## src/rtl/bp_me_mem_cmd_stream_to_lite_pkg.sv

```systemverilog
// Shared types for the BedRock memory-command stream-to-lite converter.
//  - Proc config selector and physical address width.
//  - BedRock memory header layout with its message-type and size enums.
//  - mem_cmd_payload_mask_gp: bit per msg_type, set when data beats follow.
//  - Stream-collector state encoding, shared with the response-side
//    lite-to-stream block.
package bp_me_mem_cmd_stream_to_lite_pkg;

  typedef enum logic [1:0] {
    e_bp_default_cfg     = 2'd0,
    e_bp_unicore_cfg     = 2'd1,
    e_bp_multicore_1_cfg = 2'd2
  } bp_params_e;

  localparam int paddr_width_p = 40;

  typedef enum logic [3:0] {
    e_bedrock_mem_rd    = 4'd0,
    e_bedrock_mem_wr    = 4'd1,
    e_bedrock_mem_uc_rd = 4'd2,
    e_bedrock_mem_uc_wr = 4'd3,
    e_bedrock_mem_pre   = 4'd4,
    e_bedrock_mem_amo   = 4'd5
  } bp_bedrock_mem_type_e;

  // Message size is log2(bytes).
  typedef enum logic [2:0] {
    e_bedrock_msg_size_1   = 3'd0,
    e_bedrock_msg_size_2   = 3'd1,
    e_bedrock_msg_size_4   = 3'd2,
    e_bedrock_msg_size_8   = 3'd3,
    e_bedrock_msg_size_16  = 3'd4,
    e_bedrock_msg_size_32  = 3'd5,
    e_bedrock_msg_size_64  = 3'd6,
    e_bedrock_msg_size_128 = 3'd7
  } bp_bedrock_msg_size_e;

  typedef struct packed {
    logic [7:0]               payload;   // opaque routing / AMO info
    bp_bedrock_msg_size_e     size;
    logic [paddr_width_p-1:0] addr;
    logic [3:0]               subop;
    bp_bedrock_mem_type_e     msg_type;
  } bp_bedrock_mem_header_s;

  // Writes (cached and uncached) and AMOs carry data beats.
  localparam logic [15:0] mem_cmd_payload_mask_gp =
    (16'd1 << e_bedrock_mem_wr) | (16'd1 << e_bedrock_mem_uc_wr) | (16'd1 << e_bedrock_mem_amo);

  typedef enum logic [1:0] {
    e_reset   = 2'd0,
    e_ready   = 2'd1,
    e_collect = 2'd2,
    e_send    = 2'd3
  } bp_me_stream_state_e;

endpackage

```

## src/rtl/bp_me_mem_cmd_stream_to_lite_beat_counter.sv

```systemverilog
// bp_me_stream_beat_counter: derives the beat count of a stream message from
// its header and tracks the current beat.
//  clk_i, reset_n_i  clock, synchronous active-low reset
//  msg_type_i        header message type (selects payload / no payload)
//  size_i            header size, log2(bytes)
//  up_i              a beat is accepted this cycle
//  payload_o         message carries data beats
//  cnt_o             index of the current beat within the message
//  final_o           current beat is the last one of the message
//  oversize_o        payload larger than the lite width (beats saturated)
module bp_me_stream_beat_counter
  import bp_me_mem_cmd_stream_to_lite_pkg::*;
#(
  parameter int in_data_width_p  = 64,
  parameter int out_data_width_p = 512,
  localparam int max_beats_lp    = out_data_width_p / in_data_width_p,
  localparam int cnt_width_lp    = $clog2(max_beats_lp) + 1
) (
  input  logic                    clk_i,
  input  logic                    reset_n_i,
  input  bp_bedrock_mem_type_e    msg_type_i,
  input  bp_bedrock_msg_size_e    size_i,
  input  logic                    up_i,
  output logic                    payload_o,
  output logic [cnt_width_lp-1:0] cnt_o,
  output logic                    final_o,
  output logic                    oversize_o
);

  localparam int lg_in_lp  = $clog2(in_data_width_p);
  localparam int lg_out_lp = $clog2(out_data_width_p);

  logic [cnt_width_lp-1:0] cnt_r;
  logic [cnt_width_lp-1:0] beats;
  int                      bits_lg;

  // Work in the log domain: message bits = 2^(size+3).
  always_comb begin
    payload_o  = mem_cmd_payload_mask_gp[msg_type_i];
    bits_lg    = int'(size_i) + 3;
    oversize_o = payload_o && (bits_lg > lg_out_lp);
    beats      = cnt_width_lp'(1);
    if (payload_o) begin
      if (bits_lg > lg_out_lp)
        beats = cnt_width_lp'(max_beats_lp);
      else if (bits_lg > lg_in_lp)
        beats = cnt_width_lp'(1) << (bits_lg - lg_in_lp);
    end
  end

  assign final_o = (cnt_r == (beats - cnt_width_lp'(1)));
  assign cnt_o   = cnt_r;

  always_ff @(posedge clk_i) begin
    if (!reset_n_i)
      cnt_r <= '0;
    else if (up_i)
      cnt_r <= final_o ? '0 : cnt_r + cnt_width_lp'(1);
  end

endmodule

```

## src/rtl/bp_me_mem_cmd_stream_to_lite.sv

```systemverilog
// bp_me_mem_cmd_stream_to_lite: collects a BedRock memory-command stream
// (header + N narrow data beats) into one lite message (header + full data).
//  clk_i, reset_n_i   clock, synchronous active-low reset
//  in_header_i        stream header, stable for every beat of a message
//  in_data_i          stream data beat
//  in_v_i, in_last_i  beat valid, producer's end-of-message marker
//  in_ready_and_o     beat ready
//  out_header_o       registered header
//  out_data_o         assembled payload (narrow payloads replicated)
//  out_v_o            message valid
//  out_ready_and_i    consumer ready
// Handshakes are ready-and-valid: a beat transfers on a cycle where both
// in_v_i and in_ready_and_o are high, a message transfers on a cycle where
// both out_v_o and out_ready_and_i are high; valid never waits on ready.
module bp_me_mem_cmd_stream_to_lite
  import bp_me_mem_cmd_stream_to_lite_pkg::*;
#(
  parameter bp_params_e bp_params_p    = e_bp_default_cfg,
  parameter int in_data_width_p        = 64,
  parameter int out_data_width_p       = 512,
  localparam int header_width_lp       = $bits(bp_bedrock_mem_header_s)
) (
  input  logic                        clk_i,
  input  logic                        reset_n_i,
  input  logic [header_width_lp-1:0]  in_header_i,
  input  logic [in_data_width_p-1:0]  in_data_i,
  input  logic                        in_v_i,
  input  logic                        in_last_i,
  output logic                        in_ready_and_o,
  output logic [header_width_lp-1:0]  out_header_o,
  output logic [out_data_width_p-1:0] out_data_o,
  output logic                        out_v_o,
  input  logic                        out_ready_and_i
);

  localparam int max_beats_lp = out_data_width_p / in_data_width_p;
  localparam int cnt_width_lp = $clog2(max_beats_lp) + 1;
  localparam int lg_out_lp    = $clog2(out_data_width_p);

  if (bp_params_p != e_bp_default_cfg) begin : g_cfg_check
    $error("bp_me_mem_cmd_stream_to_lite: only the default proc config is supported");
  end
  if ((in_data_width_p < 8) || ((in_data_width_p & (in_data_width_p - 1)) != 0)) begin : g_in_check
    $error("in_data_width_p must be a power of two, at least 8");
  end
  if ((out_data_width_p < in_data_width_p) || ((out_data_width_p & (out_data_width_p - 1)) != 0)) begin : g_out_check
    $error("out_data_width_p must be a power of two, at least in_data_width_p");
  end

  bp_bedrock_mem_header_s  in_header;
  bp_bedrock_mem_header_s  header_r;
  logic [out_data_width_p-1:0] data_r;
  bp_me_stream_state_e     state_r, state_n;

  logic                    accept;
  logic                    beat_payload;
  logic [cnt_width_lp-1:0] beat_cnt;
  logic                    beat_final;
  logic                    beat_oversize;

  assign in_header = bp_bedrock_mem_header_s'(in_header_i);

  // Reset gates both handshakes so a message in flight is never exchanged
  // while reset_n_i is low.
  assign accept = reset_n_i & in_v_i & ((state_r == e_ready) | (state_r == e_collect));

  // The header is stable across the message, so the live header sizes the
  // count from the very first beat.
  bp_me_stream_beat_counter #(
    .in_data_width_p (in_data_width_p),
    .out_data_width_p(out_data_width_p)
  ) beat_counter (
    .clk_i     (clk_i),
    .reset_n_i (reset_n_i),
    .msg_type_i(in_header.msg_type),
    .size_i    (in_header.size),
    .up_i      (accept),
    .payload_o (beat_payload),
    .cnt_o     (beat_cnt),
    .final_o   (beat_final),
    .oversize_o(beat_oversize)
  );

  always_comb begin
    state_n        = state_r;
    in_ready_and_o = 1'b0;
    out_v_o        = 1'b0;
    case (state_r)
      e_reset: state_n = e_ready;
      e_ready: begin
        in_ready_and_o = reset_n_i;
        if (accept) state_n = beat_final ? e_send : e_collect;
      end
      e_collect: begin
        in_ready_and_o = reset_n_i;
        if (accept && beat_final) state_n = e_send;
      end
      e_send: begin
        out_v_o = reset_n_i;
        if (out_ready_and_i) state_n = e_ready;
      end
      default: state_n = e_reset;
    endcase
  end

  always_ff @(posedge clk_i) begin
    if (!reset_n_i)
      state_r <= e_reset;
    else
      state_r <= state_n;
  end

  always_ff @(posedge clk_i) begin
    if (!reset_n_i) begin
      header_r <= '0;
      data_r   <= '0;
    end else if (accept) begin
      if (state_r == e_ready) header_r <= in_header;
      if (beat_payload) begin
        for (int k = 0; k < max_beats_lp; k++) begin
          if (beat_cnt == cnt_width_lp'(k))
            data_r[k*in_data_width_p +: in_data_width_p] <= in_data_i;
        end
      end
    end
  end

  // Narrow payloads are replicated across the lite width: output bit i takes
  // bit (i mod message_bits), realised as an address mask on the bit index.
  int                   send_bits_lg;
  logic [lg_out_lp-1:0] rep_mask;

  always_comb begin
    send_bits_lg = int'(header_r.size) + 3;
    if (send_bits_lg > lg_out_lp) send_bits_lg = lg_out_lp;
    rep_mask   = {lg_out_lp{1'b1}} >> (lg_out_lp - send_bits_lg);
    out_data_o = '0;
    if (mem_cmd_payload_mask_gp[header_r.msg_type]) begin
      for (int i = 0; i < out_data_width_p; i++)
        out_data_o[i] = data_r[lg_out_lp'(i) & rep_mask];
    end
  end

  assign out_header_o = header_r;

  // Hardware trusts the header; these only flag inconsistent producers.
  last_matches_header: assert property (@(posedge clk_i) disable iff (!reset_n_i)
    accept |-> (in_last_i == beat_final))
    else $warning("in_last_i disagrees with the header-derived final beat");

  size_within_lite: assert property (@(posedge clk_i) disable iff (!reset_n_i)
    accept |-> !beat_oversize)
    else $warning("payload size exceeds lite width, beat count saturated");

endmodule
```

## config.mk

```make
export PLATFORM = sky130hd
export DESIGN_NAME = bp_me_mem_cmd_stream_to_lite
export DESIGN_NICKNAME = d
export VERILOG_FILES = /design/src/rtl/bp_me_mem_cmd_stream_to_lite_pkg.sv /design/src/rtl/bp_me_mem_cmd_stream_to_lite_beat_counter.sv /design/src/rtl/bp_me_mem_cmd_stream_to_lite.sv
export SDC_FILE = /design/constraint.sdc
export NUM_CORES = 2
export LEC_CHECK = 0
export CORE_MARGIN = 3
export CORE_UTILIZATION = 30
export CTS_BUF_LIST = sky130_fd_sc_hd__clkbuf_2 sky130_fd_sc_hd__clkbuf_4 sky130_fd_sc_hd__clkbuf_8
export CTS_CLUSTER_DIAMETER = 50
export CTS_CLUSTER_SIZE = 30
export DETAILED_ROUTE_END_ITERATION = 6
export PLACE_DENSITY_LB_ADDON = 0.2
export SLEW_MARGIN = 5
export SYNTH_ARGS = -nofsm -noshare
export SYNTH_HDL_FRONTEND = slang
export SYNTH_SLANG_ARGS = --single-unit
export TNS_END_PERCENT = 10
```

## constraint.sdc

```tcl
create_clock -name clk_i -period 5.87 [get_ports clk_i]
set_input_delay 0.8805 -clock clk_i [delete_from_list [all_inputs] [get_ports clk_i]]
set_output_delay 0.8805 -clock clk_i [all_outputs]
set_load 0.01 [all_outputs]
```

==> out/metrics.cfg <==
[synth]
synth_cell_types=111
ys_async_sr_fraction_pct=0
syn_inst=5735
syn_area_sq_um=39840
ys_seq_elements=578
ys_seq_area_share_pct=29.05
ys_top_cells_by_area=dfxtp_1 29%, nand2_1 16%, a21boi_0 11%
synth_edf_count=0
ys.flop_type=dfxtp_1
yosys.area.top_type=dfxtp_1
synth_top_area_share_pct=29.05
ys_warn_count=0
postSynthAreaPerCell_sq_um=6.946
syn-num-nets=5883

[critical_path]
crit_chain=inv_1 > ha_1 > o21ba_4 > o21ai_4 > ha_4 > inv_2 > ha_4 > buf_12 > a221oi_4 > or2_4 > buf_12 > buf_12 > and3_1 > a211oi_2 > a21oi_2 > buf_4 > buf_6 > nor2_1 > a211oi_4 > buf_4 > clkdlybuf4s50_1
cp-startpoint=out_header_o[48]
crit_slowest_cell=clkdlybuf4s50_1
crit_buf_inv=9
cpPeakStageDelay_ps=530
cp-start-kind=register
endpoint_kind=primary output
required_ps=4990
worstSetupPathType=reg -> out
reg2reg_from=state_r[0]
crit_path_end=out_data_o[100]
r2r_setup_slack_ps=2340
cp_common_cell=buf_12
cp_max_fo=12
reg2reg_depth=9
cp.arrival_ps=5140
cpLargestDelayFamily=buffers and inverters
path_depth=21

[drt]
drc=1
drtIter0Drc=7917
vias_per_cell=6.087
wl_per_cell_microns=35.56
drt-total-wl_microns=311300
vias=53298
ant_nets=0
drtPass1Iterations=7

[die]
start_util_pct=30.26
fp.dieArea_sq_um=137200
core-area_sq_um=131600
ioPinCount=701
fp.dieH_microns=370.4
fp-row-count=133
die_w_microns=370.4

[placement]
port_buffers=699
pre_cts_ws_ps=-528.1
place_congestion=1.028
placedCellCount=8407
place_hpwl_microns=221700
placed_area_sq_um=53370

[grt]
grt_pass1_wl_microns=416000
grt_max_degree=100
grt_pass1_vias=49105
grt-ovfl-total=0
antenna_found_initial=32
track_usage_pct=43.18

[final_layout]
layout-drive-gt1-share_pct=24.13
stdcell_area_sq_um=59980
fin_cells=8756
syn_to_final_growth_pct=50.57
final_nets=7042

[status]
violations=design-rule violations, negative setup slack
status=finished, violations left

[sta]
tightest_slew_ps=1303
slew_violations=0
period_share_pct=102.5
final.setup_skew_ps=73.61
fmax_mhz=166.2
rsz0062_at_grt=true
slew_headroom_pct=13.14
hold_ws_ps=460.7
setup_ws_ps=-145.8
finalSetupTns_ps=-1981
hold_viol=0
fin_crit_ps=6016
finalSetupViolations=36

[clock_network]
cts_root_buf=clkbuf_8
clk_path_buf_depth=3
path_clk_slew_ps=70
insertion_delay_ps=840
clkSinkCount=578
numCtsBuffers=102
cts_max_level=3
cts_tree=built

[power]
ir_drop_v=0.0001834
leakage_nw=24.08
power_per_cell_area_nw_per_um2=254.0

[min_path]
hold_path.class=reg -> reg
worstHoldStart=out_header_o[31]

[run]
max_cap_viol_count=0

==> report_power, final <==
group	total (mW)	switching, mW	internal, mW
Sequential	4.00	0.0410	3.96
Clock	4.62	2.26	2.36
Combinational	6.61	4.18	2.43
Total	15.2	6.48	8.75
==> cell usage after synthesis, drive strengths merged (44+ instances only) <==
master,instances
nand2,1700
nor2,376
a31oi,83
o21ai,215
o22ai,46
mux2,44
nor3,101
a21boi,583
a211oi,127
a21oi,274
mux2i,164
a311oi,54
clkbuf,327
and2,89
buf,285
dfxtp,578
and3,75
o211ai,52
nand3,171
==> registers in the layout (all words and copies together), names as in the netlist, named ones only <==
| name | count |
|---|---|
| beat_counter.cnt_o | 4 |
| data_r | 512 |
| out_header_o | 59 |
| state_r | 2 |
==> layout by cell type, fill, tap and decap left out, drive strengths merged, types with 20 or more instances in the layout <==
cell and instances:
nor3 101, buf 990, nand3 171, a211oi 127, dlygate4sd2 139, nand2 1700
o22ai 46, o211ai 52, o211a 21, ha 20, o21ai 215, clkinv 28
and3 75, mux2 44, o31ai 21, dfxtp 578, dlymetal6s2s 109, a31oi 83
clkdlybuf4s50 399, a21boi 583, and2 89, nor2 376, clkbuf 136, mux2i 164
a21oi 274, inv 47, a311oi 54
==> cells by family (layout without fill, tap and decap cells) <==
logic type | count (synthesis) | in the layout | synth area share, %
buffers and inverters | 644 | 1891 | 7.620
other | 0 | 19 | 0
xor gates and xnor gates | 9 | 9 | 0.1979
adders and majority gates | 20 | 20 | 0.6282
DFF | 578 | 578 | 29.05
and+or+nand+nor | 2584 | 2584 | 26.97
AOI/OAI and AO/OA | 1683 | 1683 | 29.66
muxes | 217 | 217 | 5.873
==> tightest hold or removal path, delay by kind of cell (launching register included) <==
| family | cells | cell delay, ps |
|---|---|---|
| flip-flops | 1 | 310 |
| AND/OR/NAND/NOR | 1 | 40 |
| AO/OA/AOI/OAI | 1 | 60 |
==> routing by layer <==
layer | wire (microns) | GRT usage, % | vias up
met5 | 128 | 0 | -
met2 | 126900 | 62.77 | 4227
met4 | 27910 | 30.75 | 18
met3 | 40020 | 12.49 | 1101
li1 | - | - | 22273
met1 | 116400 | 54.34 | 25679
==> worst min-delay path by stage <==
stage                        to  slack, ps  depth (start not counted)
3_3_place_gp        data_r[198]        450                          2
2_1_floorplan       data_r[135]        440                          2
6_report       out_header_o[31]        460                          2
5_1_grt        out_header_o[33]        480                          2
3_5_place_dp        data_r[422]        450                          2
4_1_cts             data_r[422]        460                          2
==> repair_timing <==
| item | 4_1_cts | 5_1_grt |
|---|---|---|
| cloned | 10 | 3 |
| hold buffers | 0 | 0 |
| pin swaps | 77 | 35 |
| buffers inserted | 102 | 25 |
| setup endpoints to repair | 497 | 354 |
| resized for setup | 655 | 288 |
==> through the flow <==
step,total power [mW],utilization (%)
finish,15.24,45.57
global route,15.33,45.54
CTS,14.70,44.67
detailed placement,9.419,40.55
global placement,9.430,40.55
floorplan,6.122,-
==> layout make-up <==
cell class,instances,area [sq um]
clock buffer,121,1622
inverter,32,135.1
timing repair buffer,1667,15980
antenna,19,47.55
fill,13510,71650
tap,1755,2196
sequential,578,11580
multi-input combinational,4513,27640
clock inverter,71,779.5
Power figures use the tool's default switching activity.
